[src/rtl/rv_pkg.sv]
// -----------------------------------------------------------------------------
// rv_pkg -- shared RV32I decode definitions.
//
// Holds the major opcode constants, the ALU operation encoding, the branch
// comparison encoding, the bundle of raw immediates built by imm_gen, and
// the f3/bit30 to ALU-op mapping shared by OP and OP-IMM.
// -----------------------------------------------------------------------------
package rv_pkg;

   localparam int XLEN      = 32;
   localparam int ALU_OP_W  = 4;

   // Major opcodes (instr[6:0])
   localparam logic [6:0] OPC_OP_IMM = 7'b0010011;
   localparam logic [6:0] OPC_OP     = 7'b0110011;
   localparam logic [6:0] OPC_BRANCH = 7'b1100011;
   localparam logic [6:0] OPC_LOAD   = 7'b0000011;
   localparam logic [6:0] OPC_STORE  = 7'b0100011;
   localparam logic [6:0] OPC_LUI    = 7'b0110111;
   localparam logic [6:0] OPC_AUIPC  = 7'b0010111;
   localparam logic [6:0] OPC_JAL    = 7'b1101111;
   localparam logic [6:0] OPC_JALR   = 7'b1100111;

   // ALU operations for OP / OP-IMM
   typedef enum logic [ALU_OP_W-1:0] {
      ALU_ADD  = 4'b0000,
      ALU_SUB  = 4'b0001,
      ALU_SLL  = 4'b0010,
      ALU_SLT  = 4'b0011,
      ALU_SLTU = 4'b0100,
      ALU_XOR  = 4'b0101,
      ALU_SRL  = 4'b0110,
      ALU_SRA  = 4'b0111,
      ALU_OR   = 4'b1000,
      ALU_AND  = 4'b1001
   } alu_op_e;

   // Branch comparison codes, carried on the same alu_op output
   localparam logic [ALU_OP_W-1:0] BR_BEQ  = 4'b0000;
   localparam logic [ALU_OP_W-1:0] BR_BNE  = 4'b0001;
   localparam logic [ALU_OP_W-1:0] BR_BLT  = 4'b0010;
   localparam logic [ALU_OP_W-1:0] BR_BGE  = 4'b0011;
   localparam logic [ALU_OP_W-1:0] BR_BLTU = 4'b0100;
   localparam logic [ALU_OP_W-1:0] BR_BGEU = 4'b0101;

   // All sign-extended immediate formats of one instruction word
   typedef struct packed {
      logic [XLEN-1:0] i_imm;
      logic [XLEN-1:0] s_imm;
      logic [XLEN-1:0] b_imm;
      logic [XLEN-1:0] u_imm;
      logic [XLEN-1:0] j_imm;
   } imm_set_t;

   // f3/bit30 to ALU op. bit30 only selects SUB for register-register ops;
   // for OP-IMM it is part of the immediate, except on the shift-right slot.
   function automatic alu_op_e alu_from_f3(input logic [2:0] f3,
                                           input logic       bit30,
                                           input logic       is_reg);
      alu_op_e op;
      unique case (f3)
         3'b000:  op = (is_reg && bit30) ? ALU_SUB : ALU_ADD;
         3'b001:  op = ALU_SLL;
         3'b010:  op = ALU_SLT;
         3'b011:  op = ALU_SLTU;
         3'b100:  op = ALU_XOR;
         3'b101:  op = bit30 ? ALU_SRA : ALU_SRL;
         3'b110:  op = ALU_OR;
         default: op = ALU_AND;
      endcase
      return op;
   endfunction

endpackage

[src/rtl/imm_gen.sv]
// -----------------------------------------------------------------------------
// imm_gen -- combinational immediate builder.
//
// Ports:
//   instr  in   32-bit instruction word
//   imms   out  I/S/B/U/J immediates, each sign-extended from instr[31]
// -----------------------------------------------------------------------------
module imm_gen
   import rv_pkg::*;
(
   input  logic [XLEN-1:0] instr,
   output imm_set_t        imms
);

   logic sign;
   assign sign = instr[31];

   assign imms.i_imm = {{20{sign}}, instr[31:20]};
   assign imms.s_imm = {{20{sign}}, instr[31:25], instr[11:7]};
   assign imms.b_imm = {{19{sign}}, instr[31], instr[7], instr[30:25], instr[11:8], 1'b0};
   assign imms.u_imm = {instr[31:12], 12'b0};
   assign imms.j_imm = {{11{sign}}, instr[31], instr[19:12], instr[20], instr[30:21], 1'b0};

endmodule

[src/rtl/decoder.sv]
// -----------------------------------------------------------------------------
// decoder -- RV32I instruction decoder with registered outputs.
//
// Ports:
//   clk     in   rising-edge clock
//   rst_n   in   asynchronous active-low reset, clears all outputs
//   instr   in   32-bit instruction word, decoded every cycle
//   imm     out  sign-extended I/S/U/J immediate (0 for branch, R-type, unknown)
//   immB    out  sign-extended branch offset (0 unless BRANCH)
//   alu_op  out  ALU operation (OP/OP-IMM) or comparison code (BRANCH)
//   rd      out  instr[11:7]
//   rs1     out  instr[19:15]
//   rs2     out  instr[24:20]
// -----------------------------------------------------------------------------
module decoder
   import rv_pkg::*;
(
   input  logic                clk,
   input  logic                rst_n,
   input  logic [XLEN-1:0]     instr,
   output logic [XLEN-1:0]     imm,
   output logic [XLEN-1:0]     immB,
   output logic [ALU_OP_W-1:0] alu_op,
   output logic [4:0]          rd,
   output logic [4:0]          rs1,
   output logic [4:0]          rs2
);

   logic [6:0] opcode;
   logic [2:0] f3;
   logic       bit30;

   assign opcode = instr[6:0];
   assign f3     = instr[14:12];
   assign bit30  = instr[30];

   imm_set_t imms;

   imm_gen u_imm_gen (
      .instr (instr),
      .imms  (imms)
   );

   logic [XLEN-1:0]     imm_d;
   logic [XLEN-1:0]     immb_d;
   logic [ALU_OP_W-1:0] alu_op_d;

   always_comb begin
      // NOTE: every output of this block gets a default first, so no path
      // through the case can leave one unassigned and infer a latch.
      imm_d    = '0;
      immb_d   = '0;
      alu_op_d = ALU_ADD;

      unique case (opcode)
         OPC_OP_IMM: begin
            // Full 12-bit field is kept even for shifts (SRAI -> 0x403).
            imm_d    = imms.i_imm;
            alu_op_d = alu_from_f3(f3, bit30, 1'b0);
         end
         OPC_OP: begin
            alu_op_d = alu_from_f3(f3, bit30, 1'b1);
         end
         OPC_BRANCH: begin
            immb_d = imms.b_imm;
            unique case (f3)
               3'b000:  alu_op_d = BR_BEQ;
               3'b001:  alu_op_d = BR_BNE;
               3'b100:  alu_op_d = BR_BLT;
               3'b101:  alu_op_d = BR_BGE;
               3'b110:  alu_op_d = BR_BLTU;
               3'b111:  alu_op_d = BR_BGEU;
               default: alu_op_d = BR_BEQ;  // reserved f3 010/011
            endcase
         end
         OPC_LOAD,
         OPC_JALR:   imm_d = imms.i_imm;
         OPC_STORE:  imm_d = imms.s_imm;
         OPC_LUI,
         OPC_AUIPC:  imm_d = imms.u_imm;
         OPC_JAL:    imm_d = imms.j_imm;
         default:    ;  // unknown opcode keeps the zero defaults
      endcase
   end

   always_ff @(posedge clk or negedge rst_n) begin
      if (!rst_n) begin
         // NOTE: non-blocking assignments for all registered state, so every
         // flop samples the pre-edge value regardless of statement order.
         imm    <= '0;
         immB   <= '0;
         alu_op <= '0;
         rd     <= '0;
         rs1    <= '0;
         rs2    <= '0;
      end else begin
         imm    <= imm_d;
         immB   <= immb_d;
         alu_op <= alu_op_d;
         rd     <= instr[11:7];
         rs1    <= instr[19:15];
         rs2    <= instr[24:20];
      end
   end

endmodule

[config.mk]
export PLATFORM = sky130hd
export DESIGN_NAME = decoder
export DESIGN_NICKNAME = d
export VERILOG_FILES = /design/src/rtl/rv_pkg.sv /design/src/rtl/imm_gen.sv /design/src/rtl/decoder.sv
export SDC_FILE = /design/constraint.sdc
export NUM_CORES = 1
export LEC_CHECK = 0
export ABC_CLOCK_PERIOD_IN_PS = 2200
export CAP_MARGIN = 20
export CORE_ASPECT_RATIO = 1.2
export CORE_MARGIN = 2
export CORE_UTILIZATION = 43
export DETAILED_ROUTE_END_ITERATION = 10
export GPL_ROUTABILITY_DRIVEN = 0
export PLACE_DENSITY_LB_ADDON = 0.08
export SLEW_MARGIN = 20
export SYNTH_ARGS = -nofsm -noshare
export SYNTH_HDL_FRONTEND = slang
export SYNTH_SLANG_ARGS = --single-unit
[constraint.sdc]
create_clock -name clk -period 2.2 [get_ports clk]
set_input_delay 0.44 -clock clk [delete_from_list [all_inputs] [get_ports clk]]
set_output_delay 0.44 -clock clk [all_outputs]
set_load 0.03 [all_outputs]
Word level (Yosys, flattened, before mapping) --
Index checks and enable logic that the tools add are counted.
Word-level totals: register bits after elaboration 83, input port bits 34, output and inout bits 83, word-level logic and storage cells 33
Operators by class: equal/unequal tests 16, muxes and demuxes 8, reductions and logical operators 3
Operators by type and width (number):
- 32-bit case mux with 4 select lines | 1
- 4-bit case mux with 7 select lines | 2
- 32-bit two-way mux | 1
- 7-bit by 6-bit == test with 1-bit output (second input constant) | 3
- 7-bit == test (second input constant) | 3
- 3-bit case mux with 5 select lines | 1
- 7-bit by 5-bit == test with 1-bit output (second input constant) | 2
- 3-bit == test (second input constant) | 4
- 4-bit case mux with 3 select lines | 1
- 7-bit by 2-bit == test with 1-bit output (second input constant) | 1
- 3-bit by 2-bit == test with 1-bit output (second input constant) | 2
- 3-bit by 1-bit == test with 1-bit output (second input constant) | 1
- 3-bit logical NOT | 1
- 3-bit OR reduction | 1
- 1-bit two-way mux | 2
- 2-bit OR reduction | 1

Depth between registers and ports, before layout --
depth in word-level cells 3, mapped depth 6, mapped depth without buffers 4

By module --
Synthesis repeated with hierarchy kept, for this count alone.
Second synthesis, totals: cell total of the unflattened synthesis 422, area, all modules 4655.7 um^2
By module, submodules not included:
- decoder | times used 1, cells each 261, area each 3450.8 um^2, sequential area each 2077.0 um^2
- imm_gen | times used 1, cells each 161, area each 1204.9 um^2, sequential area each 0.0 um^2

Worst setup path after synthesis --
Ideal clock, no wire load.
path type register to output, start point register, netlist name immB[30], end point output port immB[13], data arrival time 1.030 ns, setup slack 0.730 ns, stages on the path, launching flop included 2, path through dfrtp_1 > buf_4
RTL lines:
- end: declaration | line decoder.sv:22 | output logic [XLEN-1:0] immB,

==> qor.csv <==
stage;metric;value;unit
status;status;finished clean;
floorplanning;die footprint;6163;sq um
place;dpl cells;336;
sta;Max-slew headroom;61.10;%
sta;Hold WS;0.1031;ns
yosys;flops & latches, synth;63;
critical_path;CP Depth;1;
drt;total wire length;5241;microns
yosys;multiplexer area fraction after synthesis;0;%
grt;initial antenna violation count;0;
worst_hold_path;hold crit path type;input port to async pin;
sta;Final TNS setup;0;ns
sta;slew of the pin with the lowest slew margin;0.5834;ns
sta;final number of max-transition violations;0;
cts;Clock Pin Slew Worst Setup and Hold Paths;0.07;ns
yosys;Cell variety after synth;33;
cts;total CTS buffers;9;
critical_path;classification of the worst setup path;register to output pin;
floorplanning;Chip Width;72;microns
critical_path;crit-path max FO;20;
yosys;Post-synth EDFFs;0;
grt;vias in the first global route;1755;
grt;total track usage;18.22;%
cts;CTS Hold Bufs;0;
critical_path;Buf/Inv on CP;1;
floorplanning;Core Region;5334;sq um
floorplanning;Starting Density;44.73;%
pwr;Static Leak;1.803;nW
drt;ANT nets after route;0;
critical_path;arrival time worst endpoint;1.58;ns
yosys;Compound-Gate Fraction of Synth Area;12.27;%
drt;drt wl/cell;14.89;microns
yosys;Post-Syn Instances;183;
sta;fmax;494.4;MHz
drt;drt initial violations;82;
yosys;Synth top area share;66.07;%
cells_and_area;Non-Filler Instances;352;
critical_path;critical-path cell list;clkdlybuf4s50_1;
yosys;Yosys top cell by area;dfrtp_1;
cts;setup bufs post-CTS;0;
yosys;synth top area cells;dfrtp_1, buf_4, a21o_1;
sta;# setup viols final;0;
sta;RSZ-0062 raised after global routing;false;
pwr;VDD IR-drop max;0.0006754;V
yosys;Synth Area in XOR/XNOR;0.3671;%
cells_and_area;area grow syn2layout;54.69;%
yosys;register area share after synthesis;66.07;%
cts;H-tree depth;3;
cts;CTS Root Buffer Type;clkbuf_8;
sta;hold violation total from the final report;0;
drt;DR vias/cell;4.830;
yosys;Simple-Gate Fraction of Synth Area;12.38;%
critical_path;CP delay by family, top;buffers and inverters;
yosys;Synth warnings;0;
critical_path;CP max stage delay;0.73;ns
critical_path;CP Capture Type;output pin;
floorplanning;Die Y;85.60;microns
cts;CTS tree;yes;
sta;Tcrit/Tclk final;91.94;%
grt;global-route wire length before repair;8473;microns
yosys;Adder-Cell Fraction of Synth Area;0;%
critical_path;Worst EP required;1.76;ns
yosys;asr flop ratio synth;100.0;%
cells_and_area;final core occ;69.20;%
floorplanning;IO Pins;117;
cells_and_area;antenna cells;0;
grt;largest net degree at the start of global routing;40;
place;DP HPWL;3876;microns
place;buffers added on ports;115;
cells_and_area;net count reported at finish;319;
yosys;Synthesized Nets;217;
pwr;PD cells;699.3;nW/um^2
sta;fin worst setup slack;0.1773;ns
yosys;largest family of logic cells by synthesized area;simple AND/OR/NAND/NOR gates;
floorplanning;num rows;29;
cells_and_area;layout cells sized above 1;10.00;%
place;pre-CTS setup slack;0.08531;ns
critical_path;crit path launch type;register;
drt;Remaining DRCs;0;
yosys;Primary FF master, synth;dfrtp_1;
cts;clk sinks;63;
sta;minimum clock period;2.023;ns
drt;via count;1700;
yosys;Post-Syn Area;2386;sq um
drt;TritonRoute pass-1 iters;4;
critical_path;Critical-path top delay cell;clkdlybuf4s50_1;
job;Max Cap Viol;0;
yosys;syn avg cell area;13.04;sq um
grt;GRT overflow;0;
cts;maximum clock path buffer count;2;
## registers in the layout, indices dropped and copies added (netlist names)
name    count
rs2         5
imm        32
rs1         5
rd          5
alu_op      4
immB       12
## power by group
group	switching (mW)	internal, mW	leakage (nW)	total (mW)
combinational	0.142	0.119	0.851	0.260
clock	0.434	0.697	0.112	1.13
sequential	0.00654	1.18	0.841	1.19
total	0.583	2.00	1.80	2.58
## synthesized netlist by cell type, types with 2 or more instances
| cell | instances |
|---|---|
| dfrtp_1 | 63 |
| nor2_2 | 2 |
| buf_2 | 2 |
| clkbuf_1 | 4 |
| buf_4 | 22 |
| and3_1 | 2 |
| a22o_1 | 4 |
| and2_1 | 18 |
| inv_1 | 2 |
| a21o_1 | 21 |
| and3b_1 | 2 |
| nand2_1 | 7 |
| nor2_1 | 5 |
| nand3_1 | 6 |
| a21oi_1 | 3 |
| o21ai_1 | 2 |
| and4b_1 | 2 |
## metal layers
layer	vias to the layer above	GRT usage, %	wire length, microns
met5	-	0	0
met4	0	5.660	61
met3	7	8.696	508
met2	83	30.05	2620
met1	808	20.98	2051
li1	802	-	-
## final cells by class
type / count / area (sq um)
clock buffer: 11 / 151.4
tap: 62 / 77.57
clock inverter: 5 / 80.08
multi-input combinational: 89 / 600.6
timing repair buffer: 120 / 1196
fill: 418 / 1643
inverter: 2 / 7.507
sequential: 63 / 1578
## cell families after synthesis
family                    count (synthesis)
other                                     1
DFF                                      63
buffers and inverters                    31
AOI/OAI and AO/OA                        38
xor gates and xnor gates                  1
and+or+nand+nor                          49
## timing repair
action / CTS / global route
resized for setup: 1 / 0
setup endpoints to repair: 20 / 0
hold endpoints to repair: 0 / 0
## stage by stage
| step | instance area [sq um] | power (mW) |
|---|---|---|
| 6_report | 3691 | 2.581 |
| 4_1_cts | 3691 | 2.611 |
| 3_5_place_dp | 3458 | 1.474 |
| 3_3_place_gp | 3458 | 1.471 |
| 2_1_floorplan | 2386 | 1.315 |
| 5_1_grt | 3691 | 2.683 |
## path summary, 6_finish.rpt
path	from	slack [ns]	end
max	immB[30]$_DFF_PN0_	0.18	immB[27]
min	rst_n	0.10	imm[6]$_DFF_PN0_
max in group asynchronous	rst_n	1.48	immB[30]$_DFF_PN0_
min in group clk	instr[16]	0.58	rs1[1]$_DFF_PN0_
## layout by cell type, fill, tap and decap left out, types with 2 or more instances in the layout
cell | Yosys | layout
a21o_1 | 21 | 21
and4b_1 | 2 | 2
o21ai_1 | 2 | 2
clkinvlp_4 | 0 | 2
buf_4 | 22 | 4
nor2_2 | 2 | 2
a22o_1 | 4 | 4
inv_1 | 2 | 2
nand3_1 | 6 | 6
dfrtp_1 | 63 | 62
clkdlybuf4s50_1 | 0 | 114
a21oi_1 | 3 | 3
bufinv_16 | 0 | 2
and2_1 | 18 | 18
nand2_1 | 7 | 7
and3b_1 | 2 | 2
nor2_1 | 5 | 5
and3_1 | 2 | 2
clkbuf_8 | 0 | 11
(Power assumes the default switching activity.)
